## config.mk

```make
export PLATFORM = sky130hd
export DESIGN_NAME = mc_state_sequencer
export DESIGN_NICKNAME = d
export VERILOG_FILES = /design/src/rtl/mc_state_sequencer.sv
export SDC_FILE = /design/constraint.sdc
export NUM_CORES = 1
export LEC_CHECK = 0
export CORE_MARGIN = 5
export CORE_UTILIZATION = 40
export CTS_BUF_LIST = sky130_fd_sc_hd__clkbuf_8
export DETAILED_ROUTE_END_ITERATION = 6
export PLACE_DENSITY = 0.7
export SLEW_MARGIN = 0
export SYNTH_ARGS = -nofsm -noshare
export SYNTH_HDL_FRONTEND = slang
export SYNTH_SLANG_ARGS = --single-unit
export TNS_END_PERCENT = 5
```

## constraint.sdc

```tcl
create_clock -name clk -period 5.34 [get_ports clk]
set_input_delay 1.068 -clock clk [delete_from_list [all_inputs] [get_ports clk]]
set_output_delay 1.068 -clock clk [all_outputs]
set_load 0.01 [all_outputs]
```

## src/rtl/mc_state_sequencer.sv

```systemverilog
// Multicycle RV32I control sequencer: state register, next-state logic,
// halt/illegal detection and retired-instruction counting.
module mc_state_sequencer #(
   parameter int CNT_W = 32
) (
   input  logic             clk,
   input  logic             reset,
   input  logic [6:0]       opcode,
   input  logic             ecall_halt,
   input  logic             stall,
   output logic [3:0]       current_state,
   output logic             is_halted,
   output logic             illegal_instr,
   output logic             retire,
   output logic [CNT_W-1:0] retired_count
);

   typedef enum logic [3:0] {
      S_IF_1  = 4'd0,
      S_IF_2  = 4'd1,
      S_IF_3  = 4'd2,
      S_IF_4  = 4'd3,
      S_ID    = 4'd4,
      S_EX_1  = 4'd5,
      S_EX_2  = 4'd6,
      S_MEM_1 = 4'd7,
      S_MEM_2 = 4'd8,
      S_MEM_3 = 4'd9,
      S_MEM_4 = 4'd10,
      S_WB    = 4'd11,
      S_HALT  = 4'd12
   } state_t;

   localparam logic [6:0] OP_ARITH     = 7'b0110011;
   localparam logic [6:0] OP_ARITH_IMM = 7'b0010011;
   localparam logic [6:0] OP_LOAD      = 7'b0000011;
   localparam logic [6:0] OP_STORE     = 7'b0100011;
   localparam logic [6:0] OP_BRANCH    = 7'b1100011;
   localparam logic [6:0] OP_JAL       = 7'b1101111;
   localparam logic [6:0] OP_JALR      = 7'b1100111;
   localparam logic [6:0] OP_ECALL     = 7'b1110011;

   localparam logic [CNT_W-1:0] CNT_ONE = {{(CNT_W-1){1'b0}}, 1'b1};

   state_t           r_state;
   logic             r_retire;
   logic             r_illegal;
   logic [CNT_W-1:0] r_count;

   state_t w_next;
   logic   w_retire_evt;
   logic   w_illegal_evt;

   always_ff @(posedge clk) begin
      if (!reset) begin
         r_state   <= S_IF_1;
         r_retire  <= 1'b0;
         r_illegal <= 1'b0;
         r_count   <= '0;
      end else begin
         r_state  <= w_next;
         r_retire <= w_retire_evt;
         if (w_retire_evt)  r_count   <= r_count + CNT_ONE;
         if (w_illegal_evt) r_illegal <= 1'b1;
      end
   end

   // Retire/illegal events are only raised on a taken transition, so a stall
   // simply defers them until the transition actually happens.
   always_comb begin
      w_next        = r_state;
      w_retire_evt  = 1'b0;
      w_illegal_evt = 1'b0;
      if (r_state != S_HALT && !stall) begin
         case (r_state)
            S_IF_1:  w_next = S_IF_2;
            S_IF_2:  w_next = S_IF_3;
            S_IF_3:  w_next = S_IF_4;
            S_IF_4:  w_next = S_ID;
            S_ID: begin
               case (opcode)
                  OP_ECALL: begin
                     w_next       = ecall_halt ? S_HALT : S_IF_1;
                     w_retire_evt = 1'b1;
                  end
                  OP_ARITH, OP_ARITH_IMM, OP_LOAD, OP_STORE,
                  OP_BRANCH, OP_JAL, OP_JALR: w_next = S_EX_1;
                  default: begin
                     w_next        = S_IF_1;
                     w_illegal_evt = 1'b1;
                  end
               endcase
            end
            S_EX_1: begin
               case (opcode)
                  OP_BRANCH:         w_next = S_EX_2;
                  OP_LOAD, OP_STORE: w_next = S_MEM_1;
                  default:           w_next = S_WB;
               endcase
            end
            S_EX_2: begin
               w_next       = S_IF_1;
               w_retire_evt = 1'b1;
            end
            S_MEM_1: w_next = S_MEM_2;
            S_MEM_2: w_next = S_MEM_3;
            S_MEM_3: w_next = S_MEM_4;
            S_MEM_4: begin
               if (opcode == OP_LOAD) begin
                  w_next = S_WB;
               end else begin
                  w_next       = S_IF_1;
                  w_retire_evt = 1'b1;
               end
            end
            S_WB: begin
               w_next       = S_IF_1;
               w_retire_evt = 1'b1;
            end
            default: w_next = S_IF_1;
         endcase
      end
   end

   assign current_state = r_state;
   assign is_halted     = (r_state == S_HALT);
   assign illegal_instr = r_illegal;
   assign retire        = r_retire;
   assign retired_count = r_count;

endmodule

```

==> flow_summary.html <==
<table>
<tr><th>Metric</th><th>Value</th></tr>
<tr><th colspan="2">Detailed routing</th></tr>
<tr><td>Final routed wire length divided by cell count</td><td>14.42 um</td></tr>
<tr><td>Average via count per standard cell</td><td>around 5.8</td></tr>
<tr><td>Number of vias after detailed routing</td><td>2159</td></tr>
<tr><td>Final wirelength</td><td>around 5400 um</td></tr>
<tr><td>Number of iterations in the first detailed-routing pass</td><td>4</td></tr>
<tr><td>Number of nets still failing antenna checks after routing</td><td>0</td></tr>
<tr><td>Residual DRC</td><td>0</td></tr>
<tr><td>Starting DRC count in detailed routing</td><td>just over 80</td></tr>
<tr><th colspan="2">Clock tree</th></tr>
<tr><td>Source-to-sink clock delay at the later pin of the worst-skew pair</td><td>0.29 ns</td></tr>
<tr><td>Clock tree root buffer cell</td><td>sky130_fd_sc_hd__clkbuf_8</td></tr>
<tr><td>Number of buffers inserted by post-CTS setup repair</td><td>0</td></tr>
<tr><td>Post-cts gate resize count</td><td>0</td></tr>
<tr><td>CTS tree</td><td>built</td></tr>
<tr><td>Sink count of the clock tree</td><td>38</td></tr>
<tr><td>Clock buffers created by TritonCTS</td><td>5</td></tr>
<tr><td>Number of buffers on the longest clock path</td><td>2</td></tr>
<tr><td>Total number of H-tree levels</td><td>2</td></tr>
<tr><td>Clock transition at the registers of the reported paths</td><td>roughly 0.08 ns</td></tr>
<tr><td>Hold bufs inserted after CTS</td><td>0</td></tr>
<tr><th colspan="2">Setup path</th></tr>
<tr><td>Endpoint of the worst-slack reg-to-reg timing path</td><td>retired_count[16]</td></tr>
<tr><td>Element type at the critical path start</td><td>input pin</td></tr>
<tr><td>Highest fanout seen on the critical path</td><td>20</td></tr>
<tr><td>Path depth of the worst reg2reg path</td><td>5</td></tr>
<tr><td>Required @ worst endpoint</td><td>about 5.5 ns</td></tr>
<tr><td>Worst setup endpoint</td><td>retired_count[16]</td></tr>
<tr><td>Critical path type</td><td>in2reg</td></tr>
<tr><td>CP arrival</td><td>~3.5 ns</td></tr>
<tr><td>Worst reg2reg path startpoint</td><td>current_state[0]</td></tr>
<tr><td>R2R setup slack</td><td>about 2.8 ns</td></tr>
<tr><td>Endpoint class of the critical path</td><td>flip-flop</td></tr>
<tr><td>Start point of the critical path</td><td>opcode[4]</td></tr>
<tr><th colspan="2">Synth</th></tr>
<tr><td>Warnings from Yosys</td><td>0</td></tr>
<tr><td>Main flop type after synthesis</td><td>sky130_fd_sc_hd__dfxtp_1</td></tr>
<tr><td>Nets in the synthesized netlist</td><td>around 280</td></tr>
<tr><td>Share of synthesized area occupied by flip-flops and latches</td><td>a little over a third</td></tr>
<tr><td>Register bit total from synthesis</td><td>38</td></tr>
<tr><td>Number of synthesized flops with an enable pin</td><td>0</td></tr>
<tr><td>Async set-or-reset flop fraction in the synthesized netlist</td><td>0%</td></tr>
<tr><td>Area of the mapped netlist</td><td>about 2100 um2</td></tr>
<tr><td>Post-Synthesis Cells</td><td>approximately 260</td></tr>
<tr><td>Distinct cells, synth</td><td>48</td></tr>
<tr><td>Average cell area after synthesis</td><td>a little over 8 um2</td></tr>
<tr><th colspan="2">STA</th></tr>
<tr><td>Final Hold Viols</td><td>0</td></tr>
<tr><td>Final total negative setup slack</td><td>0 ns</td></tr>
<tr><td>Slew Limit Headroom</td><td>approximately a fifth</td></tr>
<tr><td>Post-layout min period</td><td>about 3.3 ns</td></tr>
<tr><td>Clock tree skew after final layout</td><td>between 0.007 and 0.008 ns</td></tr>
<tr><td>Count of endpoints failing setup in the final report</td><td>0</td></tr>
<tr><td>Share of the clock period used by the worst path after layout</td><td>between 60% and 70%</td></tr>
<tr><td>RSZ-0062 raised after global routing</td><td>no</td></tr>
<tr><td>Fmax</td><td>around 300 MHz</td></tr>
<tr><td>Final slew viol count</td><td>0</td></tr>
<tr><td>Slew at the pin closest to its max-slew limit</td><td>roughly 1.2 ns</td></tr>
<tr><th colspan="2">Die</th></tr>
<tr><td>Top-level I/O count</td><td>50</td></tr>
<tr><td>Die area</td><td>about 6900 um2</td></tr>
<tr><td>Die Wd</td><td>83.18 um</td></tr>
<tr><td>Number of rows created at floorplan</td><td>26</td></tr>
<tr><td>Std-Cell Core Area</td><td>between 5000 and 6000 um2</td></tr>
<tr><td>Initial core utilization</td><td>a little over two fifths</td></tr>
<tr><td>Die Height</td><td>around 83 um</td></tr>
<tr><th colspan="2">Cells and area</th></tr>
<tr><td>Layout area overhead</td><td>29.26%</td></tr>
<tr><td>Ratio of cells with drive above 1 in the final layout</td><td>5.592%</td></tr>
<tr><td>Sequential cell area in the final layout</td><td>about 760 um2</td></tr>
<tr><td>Share of the core filled with cells in the final layout</td><td>a little over half</td></tr>
<tr><td>Number of antenna cells inserted</td><td>0</td></tr>
<tr><td>Area of the multi-input gates</td><td>approximately 1300 um2</td></tr>
<tr><td>Count of fill cells added during filler insertion</td><td>roughly 500</td></tr>
<tr><td>Net count reported at finish</td><td>316</td></tr>
<tr><th colspan="2">Placed design</th></tr>
<tr><td>Port Buf Inserts</td><td>between 40 and 50</td></tr>
<tr><td>Weighted congestion reported at the end of routability-driven placement</td><td>0.7873</td></tr>
<tr><td>Half-perimeter wire length after placement</td><td>around 3800 um</td></tr>
<tr><th colspan="2">Job</th></tr>
<tr><td>Number of max-cap violations</td><td>0</td></tr>
<tr><th colspan="2">Status</th></tr>
<tr><td>Outcome</td><td>complete, no violations</td></tr>
<tr><th colspan="2">Power</th></tr>
<tr><td>Pwr dens</td><td>about 210 nW/um2</td></tr>
<tr><td>Internal Dissipation</td><td>0.0004577 W</td></tr>
<tr><td>IR Drop Worst-Case VDD</td><td>between 0.1 and 0.15 mV</td></tr>
<tr><td>Share of total power in the clock network</td><td>a little over two fifths</td></tr>
<tr><td>Part of the power in combinational logic</td><td>under 10%</td></tr>
<tr><td>Sequential Power Share</td><td>around half</td></tr>
<tr><td>Psw</td><td>0.0001320 W</td></tr>
<tr><td>Switching power share of the total</td><td>roughly 22%</td></tr>
<tr><td>Static power due to leakage</td><td>0.8458 nW</td></tr>
<tr><th colspan="2">Global route</th></tr>
<tr><td>Initial antenna violation count</td><td>0</td></tr>
<tr><td>Total congestion overflow</td><td>0</td></tr>
<tr><td>Pin count of the biggest net entering global routing</td><td>33</td></tr>
<tr><td>Global-route wire length before repair</td><td>approximately 9700 um</td></tr>
<tr><td>Via count of the first global-routing pass</td><td>about 2100</td></tr>
<tr><td>Overall track demand over capacity in global routing</td><td>16.36%</td></tr>
<tr><th colspan="2">Hold path</th></tr>
<tr><td>Hold/Removal Path Class</td><td>reg2reg</td></tr>
<tr><td>Launch instance of the worst min-delay path</td><td>illegal_instr</td></tr>
</table>
[state kept, by name, summed over array words and instances, names as in the netlist]
register and cells:
retire 1, retired_count 32, illegal_instr 1, current_state 4
[cell families after synthesis]
family,count (synthesis),share of synthesized area (%)
compound gates,86,24.24
buf+inv,27,5.257
xor+xnor,3,1.227
mux,3,1.402
fa+ha+maj,1,0.5840
simple gates,105,31.78
flops,38,35.51
[power by group through the flow]
stage	registers (W)	clock network, W	logic [W]
2_1_floorplan	0.000296	0	0.0000298
3_3_place_gp	0.000301	0	0.0000432
3_5_place_dp	0.000301	0	0.0000436
4_1_cts	0.000294	0.000257	0.0000439
5_1_grt	0.000296	0.000272	0.0000487
6_report	0.000295	0.000252	0.0000436
[layout by cell type (no fill, tap or decap), types with 10 or more instances in the layout]
cell type and count:
sky130_fd_sc_hd__nand3_1 14, sky130_fd_sc_hd__inv_1 11, sky130_fd_sc_hd__o31ai_1 13, sky130_fd_sc_hd__dfxtp_1 38
sky130_fd_sc_hd__nand2_1 11, sky130_fd_sc_hd__or4_1 11, sky130_fd_sc_hd__o21ai_0 20, sky130_fd_sc_hd__or3_1 15
sky130_fd_sc_hd__a21oi_1 32, sky130_fd_sc_hd__clkdlybuf4s50_1 49, sky130_fd_sc_hd__nor2_1 10
[how the worst min path moves through the flow]
| stage | end | depth (start not counted) |
|---|---|---|
| after floorplan | retired_count[31] | 2 |
| after global placement | illegal_instr | 1 |
| after detailed placement | illegal_instr | 1 |
| after CTS | illegal_instr | 1 |
| after global routing | illegal_instr | 1 |
| final | illegal_instr | 1 |
[stage by stage]
stage | setup WS [ns] | hold slack (ns) | power [W] | cells | instance area, um2
floorplan | 2.854 | 0.4959 | 0.0003261 | 263 | 2142
global placement | 1.799 | 0.4496 | 0.0003446 | 367 | 2656
detailed placement | 1.721 | 0.4611 | 0.0003448 | 367 | 2656
CTS | 2.012 | 0.4793 | 0.0005953 | 374 | 2769
global route | 1.676 | 0.4932 | 0.0006166 | 374 | 2769
finish | 2.016 | 0.4743 | 0.0005897 | 374 | 2769
[synthesized netlist by cell type, drive strengths merged (3+ instances only)]
master | instances | area, um2
mux2i | 3 | 30.03
or3 | 18 | 116.4
inv | 11 | 41.29
nor4 | 6 | 52.55
nand3 | 14 | 70.07
o21a | 3 | 22.52
clkbuf | 11 | 41.29
a21oi | 32 | 160.2
o31ai | 13 | 97.59
nand2b | 6 | 37.54
and2 | 4 | 25.02
a31oi | 4 | 25.02
o21ai | 20 | 100.1
buf | 5 | 30.02
nand4 | 9 | 92.59
nand2 | 11 | 41.29
nor2 | 10 | 37.54
dfxtp | 38 | 760.7
or4 | 11 | 82.58
nor2b | 3 | 18.77
nor3 | 3 | 15.01
[critical path, stage by stage]
cell and delay, ns:
sky130_fd_sc_hd__clkdlybuf4s50_1 0.48, sky130_fd_sc_hd__nor4_1 0.45, sky130_fd_sc_hd__a21oi_1 0.16, sky130_fd_sc_hd__a22oi_1 0.97, sky130_fd_sc_hd__o21ai_0 0.22, sky130_fd_sc_hd__a21oi_1 0.17
[per-layer routing]
metal / track usage (%) / up-vias / wire length (um)
met5: 0 / - / 0
met1: 21.52 / 1027 / 2577
li1: - / 1080 / -
met2: 25.73 / 48 / 2454
met3: 4.752 / 4 / 307
met4: 5.201 / 0 / 53
[layout make-up]
type / count / area share, %
sequential: 38 / 27.47
timing repair buffer: 50 / 17.98
multi-input combinational: 198 / 45.82
inverter: 11 / 1.491
clock buffer: 6 / 2.982
clock inverter: 1 / 1.084
tap: 70 / 3.163
No activity file was read; power rests on OpenSTA's default activity.
